### src/rtl/vblank_update_scheduler.sv
// vblank_update_scheduler
//
// Grants the shared game-state update slot to one object updater at a time during vertical
// blanking, so pixel_gen never sees state change during active video. At each vblank entry the
// per-frame served mask is cleared. Eligible requesters (req & ~served) are then granted
// round-robin. Each grant ends on done[g], or on timeout. If active video restarts while a grant
// is still held, the grant is aborted.
//
// Ports:
//   clk_50MHz   in   system clock
//   reset_n     in   asynchronous active-low reset
//   p_tick      in   pixel-clock enable; y is only sampled when high
//   y           in   current line from the VGA controller
//   req         in   level request per updater
//   done        in   completion pulse per updater (only done[g] of the owner counts)
//   grant       out  one-hot owner of the update slot, or zero
//   frame_start out  one-cycle pulse at vblank entry
//   busy        out  high from frame_start until the frame's work is finished or aborted
//   frame_cnt   out  number of frames seen, wraps
//   timeout_err out  one-cycle pulse in the last cycle of a forced release
//   overrun     out  sticky; a grant was still held when active video restarted
module vblank_update_scheduler #(
    parameter int unsigned NREQ        = 4,
    parameter int unsigned VBLANK_LINE = 480,
    parameter int unsigned LAST_LINE   = 524,
    parameter int unsigned TIMEOUT     = 1023
) (
    input  logic            clk_50MHz,
    input  logic            reset_n,
    input  logic            p_tick,
    input  logic [9:0]      y,
    input  logic [NREQ-1:0] req,
    input  logic [NREQ-1:0] done,
    output logic [NREQ-1:0] grant,
    output logic            frame_start,
    output logic            busy,
    output logic [7:0]      frame_cnt,
    output logic            timeout_err,
    output logic            overrun
);

    localparam int unsigned PtrW = (NREQ > 1) ? $clog2(NREQ) : 1;
    localparam int unsigned CntW = (TIMEOUT > 0) ? $clog2(TIMEOUT + 1) : 1;

    localparam logic [9:0]      VbY        = 10'(VBLANK_LINE);
    localparam logic [9:0]      LastY      = 10'(LAST_LINE);
    localparam logic [CntW-1:0] TimeoutCnt = CntW'(TIMEOUT);
    localparam logic [PtrW-1:0] LastIdx    = PtrW'(NREQ - 1);

    localparam logic [1:0] StIdle  = 2'd0;
    localparam logic [1:0] StScan  = 2'd1;
    localparam logic [1:0] StGrant = 2'd2;

    logic [1:0]      state_q, state_d;
    logic [PtrW-1:0] g_q, g_d;
    logic [PtrW-1:0] rr_ptr_q, rr_ptr_d;
    logic [NREQ-1:0] served_q, served_d;
    logic [CntW-1:0] cnt_q, cnt_d;
    logic            overrun_q, overrun_d;

    logic            in_vb_q;
    logic            in_vb_prev_q;
    logic            armed_q;
    logic            frame_start_q;
    logic [7:0]      frame_cnt_q;

    logic            y_in_vb;
    logic            vb_rise;
    logic [PtrW:0]   scan_res;

    // Lines outside the frame never count as blanking.
    assign y_in_vb = (y >= VbY) && (y <= LastY);

    // armed_q requires a non-blanking line to be seen after reset, so releasing reset in the
    // middle of vblank does not start a frame until the next genuine vblank entry.
    assign vb_rise = in_vb_q & ~in_vb_prev_q & armed_q;

    // Returns {found, index} of the first set bit of elig, searching upward from start with
    // wrap-around.
    function automatic logic [PtrW:0] pick_next(input logic [NREQ-1:0] elig,
                                                input logic [PtrW-1:0] start);
        logic [PtrW:0]   res;
        logic [PtrW-1:0] idx;
        res = '0;
        for (int unsigned k = 0; k < NREQ; k++) begin
            idx = PtrW'((32'(start) + k) % NREQ);
            if (!res[PtrW] && elig[idx]) begin
                res = {1'b1, idx};
            end
        end
        return res;
    endfunction

    assign scan_res = pick_next(req & ~served_q, rr_ptr_q);

    always_ff @(posedge clk_50MHz or negedge reset_n) begin
        if (!reset_n) begin
            in_vb_q       <= 1'b0;
            in_vb_prev_q  <= 1'b0;
            armed_q       <= 1'b0;
            frame_start_q <= 1'b0;
            frame_cnt_q   <= 8'd0;
        end else begin
            if (p_tick) begin
                in_vb_q <= y_in_vb;
                if (!y_in_vb) begin
                    armed_q <= 1'b1;
                end
            end
            in_vb_prev_q  <= in_vb_q;
            frame_start_q <= vb_rise;
            if (vb_rise) begin
                frame_cnt_q <= frame_cnt_q + 8'd1;
            end
        end
    end

    always_comb begin
        state_d   = state_q;
        g_d       = g_q;
        rr_ptr_d  = rr_ptr_q;
        served_d  = served_q;
        cnt_d     = cnt_q;
        overrun_d = overrun_q;

        if (frame_start_q) begin
            served_d = '0;
        end

        case (state_q)
            StIdle: begin
                if (frame_start_q) begin
                    state_d = StScan;
                end
            end
            StScan: begin
                if (!in_vb_q) begin
                    state_d = StIdle;
                end else if (scan_res[PtrW]) begin
                    g_d     = scan_res[PtrW-1:0];
                    cnt_d   = '0;
                    state_d = StGrant;
                end else begin
                    state_d = StIdle;
                end
            end
            StGrant: begin
                // Abort wins over done/timeout; rr_ptr is left alone so the aborted owner is
                // first in line next frame.
                if (!in_vb_q) begin
                    overrun_d = 1'b1;
                    state_d   = StIdle;
                end else if (done[g_q] || (cnt_q == TimeoutCnt)) begin
                    served_d[g_q] = 1'b1;
                    rr_ptr_d      = (g_q == LastIdx) ? '0 : g_q + PtrW'(1);
                    state_d       = StScan;
                end else begin
                    cnt_d = cnt_q + CntW'(1);
                end
            end
            default: begin
                state_d = StIdle;
            end
        endcase
    end

    always_ff @(posedge clk_50MHz or negedge reset_n) begin
        if (!reset_n) begin
            state_q   <= StIdle;
            g_q       <= '0;
            rr_ptr_q  <= '0;
            served_q  <= '0;
            cnt_q     <= '0;
            overrun_q <= 1'b0;
        end else begin
            state_q   <= state_d;
            g_q       <= g_d;
            rr_ptr_q  <= rr_ptr_d;
            served_q  <= served_d;
            cnt_q     <= cnt_d;
            overrun_q <= overrun_d;
        end
    end

    assign grant       = (state_q == StGrant) ? (NREQ'(1) << g_q) : '0;
    assign frame_start = frame_start_q;
    assign busy        = frame_start_q | (state_q != StIdle);
    assign frame_cnt   = frame_cnt_q;
    assign timeout_err = (state_q == StGrant) && in_vb_q && (cnt_q == TimeoutCnt);
    assign overrun     = overrun_q;

endmodule
### config.mk
export PLATFORM = sky130hd
export DESIGN_NAME = vblank_update_scheduler
export DESIGN_NICKNAME = d
export VERILOG_FILES = /design/src/rtl/vblank_update_scheduler.sv
export SDC_FILE = /design/constraint.sdc
export NUM_CORES = 1
export LEC_CHECK = 0
export CORE_MARGIN = 5
export CORE_UTILIZATION = 24
export DETAILED_ROUTE_END_ITERATION = 16
export PLACE_DENSITY = 0.49
export REMOVE_ABC_BUFFERS = 1
export SLEW_MARGIN = 40
export SYNTH_ARGS = -nofsm -noshare
export SYNTH_HDL_FRONTEND = slang
export SYNTH_SLANG_ARGS = --single-unit
### constraint.sdc
create_clock -name clk_50MHz -period 5.3 [get_ports clk_50MHz]
set_input_delay 0.795 -clock clk_50MHz [delete_from_list [all_inputs] [get_ports clk_50MHz]]
set_output_delay 0.795 -clock clk_50MHz [all_outputs]
set_load 0.02 [all_outputs]
# --- After elaboration in Yosys (flattened, before gate mapping) ---
# Index checks and enable logic that the tools add are counted.
word_totals:
  register_bits: 33
  latch_bits: 0
  mem_bits_rw: 0
  romBits: 0
  in_bits: 21
  out_inout_bits: 16
  word_cells: 98
  mem_count: 0
op_classes:
  addsub: 6
  multipliers: 0
  div_mod_pow: 0
  n_lt_le_gt_ge: 8
  n_eq_ne: 10
  shift: 1
  muxes: 33
  bitwise: 9
  reduce_logical: 20
ops:
  columns: ["op", "n"]
  rows:
  - ["$mux W10", 4]
  - ["$mux W4", 5]
  - ["$pmux W10 S2", 1]
  - ["$lt A2 B3 Y1 const B", 5]
  - ["$mux W2", 6]
  - ["$mux W3", 4]
  - ["$add A10 B1 Y10 const B", 1]
  - ["$bmux W1 S2", 5]
  - ["$eq A10 B10 Y1 const B", 1]
  - ["$ge A10 B9 Y1 const B", 1]
  - ["$le A10 B10 Y1 const B", 1]
  - ["$ne A2 B2 Y1 const B", 5]
  - ["$add A8 B1 Y8 const B", 1]
  - ["$logic_and A1 B1 Y1", 7]
  - ["$mux W1", 6]
  - ["$pmux W2 S3", 1]
  - ["$reduce_and A2 Y1", 3]
  - ["$reduce_and A3 Y1", 2]
  - ["$reduce_and A5 Y1", 1]
  - ["$add A2 B1 Y2 const B", 2]
  - ["$add A2 B2 Y2 const B", 2]
  - ["$and A4 B4 Y4", 1]
  - ["$eq A2 B2 Y1 const B", 2]
  - ["$not A4 Y4", 1]
  - ["13 further kinds", 19]

# --- Depth between registers and ports, before layout ---
# Gate-level depths: netlist of run 1.
logic_depth:
  depth_word: 17
  ltp_mapped: 7

# --- Least setup slack after synthesis of run 1 ---
# No wires, ideal clock.
synth_path:
  path_kind: "register to output"
  startpoint: "reg cnt_q[0]"
  endpoint: "out timeout_err"
  arrival_time_ns: 1.567
  required_ns: 4.505
  setup_slack_ns: 2.938
  stages_incl_launch_ff: 6
  path_cell_list: "dfrtp_1 > ha_1 > and3_2 > clkbuf_1 > nand4_1 > nor3_1"
synth_between:
  elab_chain_len: 2
synth_lines:
  columns: ["element", "line_no", "text"]
  rows:
  - ["start, declared", "58", "logic [CntW-1:0] cnt_q, cnt_d;"]
  - ["start signal, assigned", "180", "cnt_q <= cnt_d;"]
  - ["$eq A10 B10 Y1", "189", "assign timeout_err = (state_q == StGrant) && in_vb_q && (cnt_q == TimeoutCnt);"]
  - ["$logic_and A1 B1 Y1", "189", null]
  - ["end, declared", "38", "output logic timeout_err,"]
# Every way passes these cells.

# --- Final worst setup path of run 1 ---
layout_path:
  startpoint: "reg state_q[1]"
  endpoint: "out timeout_err"
layout_between:
  elab_chain_len: 3
layout_lines:
  columns: ["element", "line_no", "text"]
  rows:
  - ["start, declared", "54", "logic [1:0] state_q, state_d;"]
  - ["start signal, assigned", "169", "state_q <= StIdle;"]
  - ["start signal, assigned", "176", "state_q <= state_d;"]
  - ["$eq A2 B2 Y1", "189", null]
  - ["$logic_and A1 B1 Y1 (2 in series)", "189", null]
# Every way passes these cells.

==> results of run 1 <==
==> kinds of logic after synthesis <==
logic type / after synthesis / share of synthesized area [%]
AND/OR/NAND/NOR: 71 / 23.2
AO/OA/AOI/OAI: 37 / 16.0
flip-flops: 33 / 46.8
buffers and inverters: 15 / 3.76
XOR/XNOR: 7 / 3.48
adder cells (fa/ha/maj): 6 / 4.26
multiplexers: 3 / 2.48
==> synthesized netlist by cell type, types with 2 or more instances <==
master and instances:
a21o_1 2, a22o_1 6, a31o_2 2, a31oi_1 2, and2_1 5, and3_1 3
and4_1 3, clkbuf_1 2, dfrtp_1 33, ha_1 6, inv_1 12, nand2_1 9
nand2b_1 3, nand3_1 9, nand3b_1 2, nand4_1 5, nor2_1 10, nor2b_1 6
nor3_1 2, nor4_1 3, nor4b_1 3, o21ai_0 8, o2bb2ai_1 2, o41ai_1 2
or2_2 2, xnor2_1 5, xor2_1 2
==> sequential cells by signal, indices dropped and copies added, names as in the netlist <==
register	count
armed_q	1
cnt_q	10
frame_cnt	8
frame_start	1
g_q	2
in_vb_prev_q	1
in_vb_q	1
overrun	1
rr_ptr_q	2
served_q	4
state_q	2
==> stage by stage <==
stage                     hold slack [ps]  worst slack (ps)
after global placement                453              2150
after floorplan                       440              2980
after global routing                  503              2090
final                                 460              2240
after CTS                             469              2210
after detailed placement              453              2240
==> power groups by stage <==
| stage | combinational, mW | sequential (mW) | clock, mW |
|---|---|---|---|
| 6_report | 0.257 | 0.378 | 0.191 |
| 5_1_grt | 0.290 | 0.391 | 0.209 |
| 3_5_place_dp | 0.259 | 0.384 | 0 |
| 3_3_place_gp | 0.257 | 0.386 | 0 |
| 4_1_cts | 0.261 | 0.380 | 0.198 |
| 2_1_floorplan | 0.132 | 0.389 | 0 |
==> final timing paths <==
kind                                         from                   end  slack [ps]  cells past startpoint
min in group asynchronous                 reset_n  cnt_q[6]$_DFFE_PN0P_         920                      2
max                        state_q[1]$_DFFE_PN0P_           timeout_err        2240                      4
max in group asynchronous                 reset_n   overrun$_DFFE_PN0P_        4060                      2
min                           overrun$_DFFE_PN0P_   overrun$_DFFE_PN0P_         460                      1
max reg2reg                    g_q[0]$_DFFE_PN0P_  cnt_q[4]$_DFFE_PN0P_        3040                      5
min reg2reg                   overrun$_DFFE_PN0P_   overrun$_DFFE_PN0P_         460                      1
==> layer usage <==
layer,share of wire [%],GRT usage [%],routed length (um),vias up
met4,1.1,3.20,45,0
met1,51,14.0,2090,687
met2,42,14.1,1740,34
li1,-,-,-,719
met3,5.8,3.21,237,5
met5,0,0,0,-
==> critical path, cell delays in order, from the launching register on <==
cell and delay [ps]:
dfrtp_1 410, nor2b_2 500, nand2_1 220, nor3_1 210, clkdlybuf4s50_1 650
==> layout make-up <==
cell class              count  area share, %
multi-input cells         124           37.8
well taps                  99           5.32
inverters                  12           1.93
repair buffers             37           15.8
clock buffers               7           3.71
flip-flops and latches     33           35.4
==> impl_metrics.py, run 1 <==
metrics = {
    "outcome": {
        "outcome": "completed",
    },
    "timing": {
        "period_share_pct": 57.7,
        "min_period_ps": 3060,
        "fin_skew_ps": 8.60,
        "setup_violations": 0,
        "rsz0062_at_grt": "false",
        "slew_headroom_pct": 63.2,
        "hold_viol_final": 0,
        "tns_ps": 0,
        "slew_violations": 0,
        "clock.fmax_ghz": 0.327,
        "tightest_slew_ps": 546,
    },
    "clocking": {
        "ctsLongestPathBuffers": 2,
        "cts_hold_buf": 0,
        "cts_tree": "yes",
        "post_cts_buffers": 0,
        "cts_buffers": 5,
        "ctsResizeCount": 0,
        "root_buffer": "clkbuf_8",
        "clk_latency_ps": 280,
        "clk_pin_slew_ps": 60,
        "cts_sinks": 33,
        "htree_levels": 2,
    },
    "power": {
        "internal-power_mw": 0.538,
        "powerDensity_mw_per_mm2": 355,
        "vdd_drop_max_v": 0.000157,
        "pwr-share-seq_pct": 45.8,
        "power.total_mw": 0.826,
        "leakage_nw": 0.969,
        "comb_power_share_pct": 31.1,
        "pwr-share-clk_pct": 23.1,
        "swShare_pct": 34.9,
        "power.switching_mw": 0.288,
    },
    "floorplanning": {
        "num_rows": 31,
        "die_x_um": 95.7,
        "pin_count": 37,
        "dieArea_mm2": 0.00917,
        "start_util_pct": 24.5,
        "core_area_mm2": 0.00721,
        "die_y_um": 95.7,
    },
    "global_routing": {
        "grt_pass1_wl_um": 7140,
        "grt_pass1_vias": 1542,
        "grt_start_max_net_pins": 34,
        "grt.total_usage_pct": 9.89,
        "gr-total-overflow": 0,
        "antenna_found_initial": 0,
    },
    "job": {
        "cap_violations": 0,
    },
    "routing": {
        "drt_iter0_markers": 60,
        "vias": 1445,
        "drt-total-wl_um": 4110,
        "drc_errors": 0,
        "dr.pass1.iters": 4,
        "viasPerCell": 4.63,
        "postRouteAntennaNets": 0,
        "wire_per_inst_um": 13.2,
    },
    "layout": {
        "final_cell_area_mm2": 0.00233,
        "seqCellArea_um2": 826,
        "fill_cells": 778,
        "layout.cells.non_filler": 312,
        "final_cell_mix": "clkdlybuf4s50_1 (36), dfrtp_1 (33), inv_1 (12)",
        "n_antenna_cell": 0,
        "areaGrowthSynthToFinish_pct": 32.1,
        "final_util_pct": 32.3,
        "nets": 240,
        "multi_input_area_um2": 881,
        "drive_gt1_share_pct": 8.45,
        "final_common_cell": "clkdlybuf4s50_1",
    },
    "yosys": {
        "synth_top_area_share_pct": 46.8,
        "syn_inst": 172,
        "ys_seq_area_share_pct": 46.8,
        "yosysTopAreaCell": "dfrtp_1",
        "synthFlopType": "dfrtp_1",
        "ys_types": 50,
        "synth_edf_count": 0,
        "synth-seq-cells": 33,
        "synth_area_leaders": "dfrtp_1 (47%), ha_1 (4.3%), a22o_1 (3.0%)",
        "avgSynthCellArea_um2": 10.3,
        "syn-cell-area_mm2": 0.00176,
        "yosysWarnings": 0,
        "synthArstFlopShare_pct": 100,
    },
    "placed_design": {
        "dp_hpwl_um": 3100,
        "placed_cell_area_mm2": 0.00224,
        "routabilityCongestion": 0.805,
        "port_buffers": 36,
        "dp_cells": 305,
    },
    "critical_path": {
        "cp_max_fo": 14,
        "end_kind": "primary output",
        "worstPathRequired_ps": 4510,
        "cp-start-kind": "register",
        "critPathKind": "register to primary output",
        "arrival_ps": 2260,
    },
    "hold_path": {
        "hold_path.class": "register to register",
    },
}
Note: power is estimated with default switching activity, not from simulation.
==> run 2: changes to the inputs <==
clock period = 3.2 ns   (was 5.3 ns; I/O delays follow)
==> run 2 against run 1 <==
  * Critical path depth rose by 1
  * First-iteration DRC count grew 5.0%
  * Via count grew 2.8%
  * Highest routed layer unchanged
  * Critical path type unchanged
  * Hold slack improved by 9.4 ps
==> impl_metrics.py, run 2 (synthesis results as in run 1) <==
metrics = {
    "critical_path": {
        "worstPathRequired_ps": 2720,
        "critPathKind": "register to primary output",
        "cp_max_fo": 7,
        "end_kind": "primary output",
        "cp-start-kind": "register",
        "arrival_ps": 2180,
    },
    "routing": {
        "vias": 1486,
        "drt-total-wl_um": 4160,
        "wire_per_inst_um": 13.2,
        "drc_errors": 0,
        "postRouteAntennaNets": 0,
        "viasPerCell": 4.72,
        "drt_iter0_markers": 63,
        "dr.pass1.iters": 4,
    },
    "clocking": {
        "clk_pin_slew_ps": 70,
        "ctsLongestPathBuffers": 2,
        "htree_levels": 2,
        "post_cts_buffers": 0,
        "ctsResizeCount": 0,
        "cts_sinks": 33,
        "clk_latency_ps": 280,
        "root_buffer": "clkbuf_8",
        "cts_hold_buf": 0,
        "cts_tree": "yes",
        "cts_buffers": 5,
    },
    "timing": {
        "setup_violations": 0,
        "fin_skew_ps": 2.74,
        "hold_viol_final": 0,
        "tightest_slew_ps": 506,
        "min_period_ps": 2660,
        "clock.fmax_ghz": 0.376,
        "rsz0062_at_grt": "false",
        "period_share_pct": 83.0,
        "tns_ps": 0,
        "slew_headroom_pct": 65.9,
        "slew_violations": 0,
    },
    "floorplanning": {
        "start_util_pct": 24.5,
        "core_area_mm2": 0.00721,
        "die_x_um": 95.7,
        "pin_count": 37,
        "num_rows": 31,
        "dieArea_mm2": 0.00917,
        "die_y_um": 95.7,
    },
    "placed_design": {
        "dp_hpwl_um": 3140,
        "port_buffers": 36,
        "placed_cell_area_mm2": 0.00225,
        "routabilityCongestion": 0.818,
    },
    "power": {
        "leakage_nw": 0.978,
        "vdd_drop_max_v": 0.000251,
        "powerDensity_mw_per_mm2": 583,
    },
    "global_routing": {
        "grt_start_max_net_pins": 34,
        "grt_pass1_vias": 1491,
        "gr-total-overflow": 0,
        "grt.total_usage_pct": 9.92,
        "grt_pass1_wl_um": 7090,
        "antenna_found_initial": 0,
    },
    "layout": {
        "final_cell_mix": "clkdlybuf4s50_1 (36), dfrtp_1 (33), inv_1 (12)",
        "largest_register_ffs": 10,
        "top_register": "cnt_q",
        "fill_cells": 789,
        "areaGrowthSynthToFinish_pct": 32.4,
        "n_antenna_cell": 0,
        "drive_gt1_share_pct": 9.26,
        "final_common_cell": "clkdlybuf4s50_1",
        "final_util_pct": 32.4,
        "final_cell_area_mm2": 0.00234,
        "nets": 242,
    },
    "outcome": {
        "outcome": "completed",
    },
    "job": {
        "cap_violations": 0,
    },
    "hold_path": {
        "hold_path.class": "register to register",
    },
}
## run 2: cell count changes in the layout (fill, tap and decap cells not counted), sizes merged
cell / previous run / this run
clkinvlp: 0 / 1
clkbuf: 7 / 5
clkinv: 0 / 2
buf: 1 / 3
## run 2: layer usage
metal  track usage, %  up-vias  wire [um]
met5                0        -          0
met3             2.97        4        258
met1             13.7      719       2060
met4             2.84        0         41
met2             14.9       36       1810
li1                 -      727          -
## run 2: final cells by class
class                      instances  area [um2]  area share [%]
clock buffer                       5        68.8            2.95
clock inverter                     3        17.5           0.750
inverter                          12        45.0            1.93
multi-input combinational        124         872            37.3
sequential                        33         826            35.4
tap                               99         124            5.30
timing repair buffer              39         383            16.4
## run 2: critical path: stages (launching register included)
cell and delay (ps):
dfrtp_1 400, ha_1 200, and3_2 270, nand4_1 170, nor3_1 230, clkdlybuf4s50_1 640
## run 2: where the power goes
group	switching, mW	leakage, nW	internal, mW
sequential	0.118	0.431	0.508
clock	0.151	0.0439	0.150
combinational	0.215	0.504	0.218
total	0.485	0.978	0.877
## run 2: final timing paths
kind | endpoint | slack, ps | cells past startpoint | startpoint
setup / recovery | timeout_err | 540 | 5 | cnt_q[0]$_DFFE_PN0P_
hold / removal | overrun$_DFFE_PN0P_ | 470 | 1 | overrun$_DFFE_PN0P_
setup reg to reg | cnt_q[8]$_DFFE_PN0P_ | 980 | 4 | g_q[0]$_DFFE_PN0P_
hold reg to reg | overrun$_DFFE_PN0P_ | 470 | 1 | overrun$_DFFE_PN0P_
max in group asynchronous | g_q[1]$_DFFE_PN0P_ | 2290 | 2 | reset_n
min in group asynchronous | cnt_q[5]$_DFFE_PN0P_ | 600 | 2 | reset_n
## run 2: through the flow
step | power [mW] | hold slack (ps) | setup slack [ps] | std cells
2_1_floorplan | 0.863 | 184 | 1190 | 169
4_1_cts | 1.39 | 484 | 535 | 315
6_report | 1.36 | 469 | 544 | 315
5_1_grt | 1.46 | 503 | 286 | 315
3_3_place_gp | 1.07 | 462 | 661 | 307
3_5_place_dp | 1.07 | 466 | 645 | 307
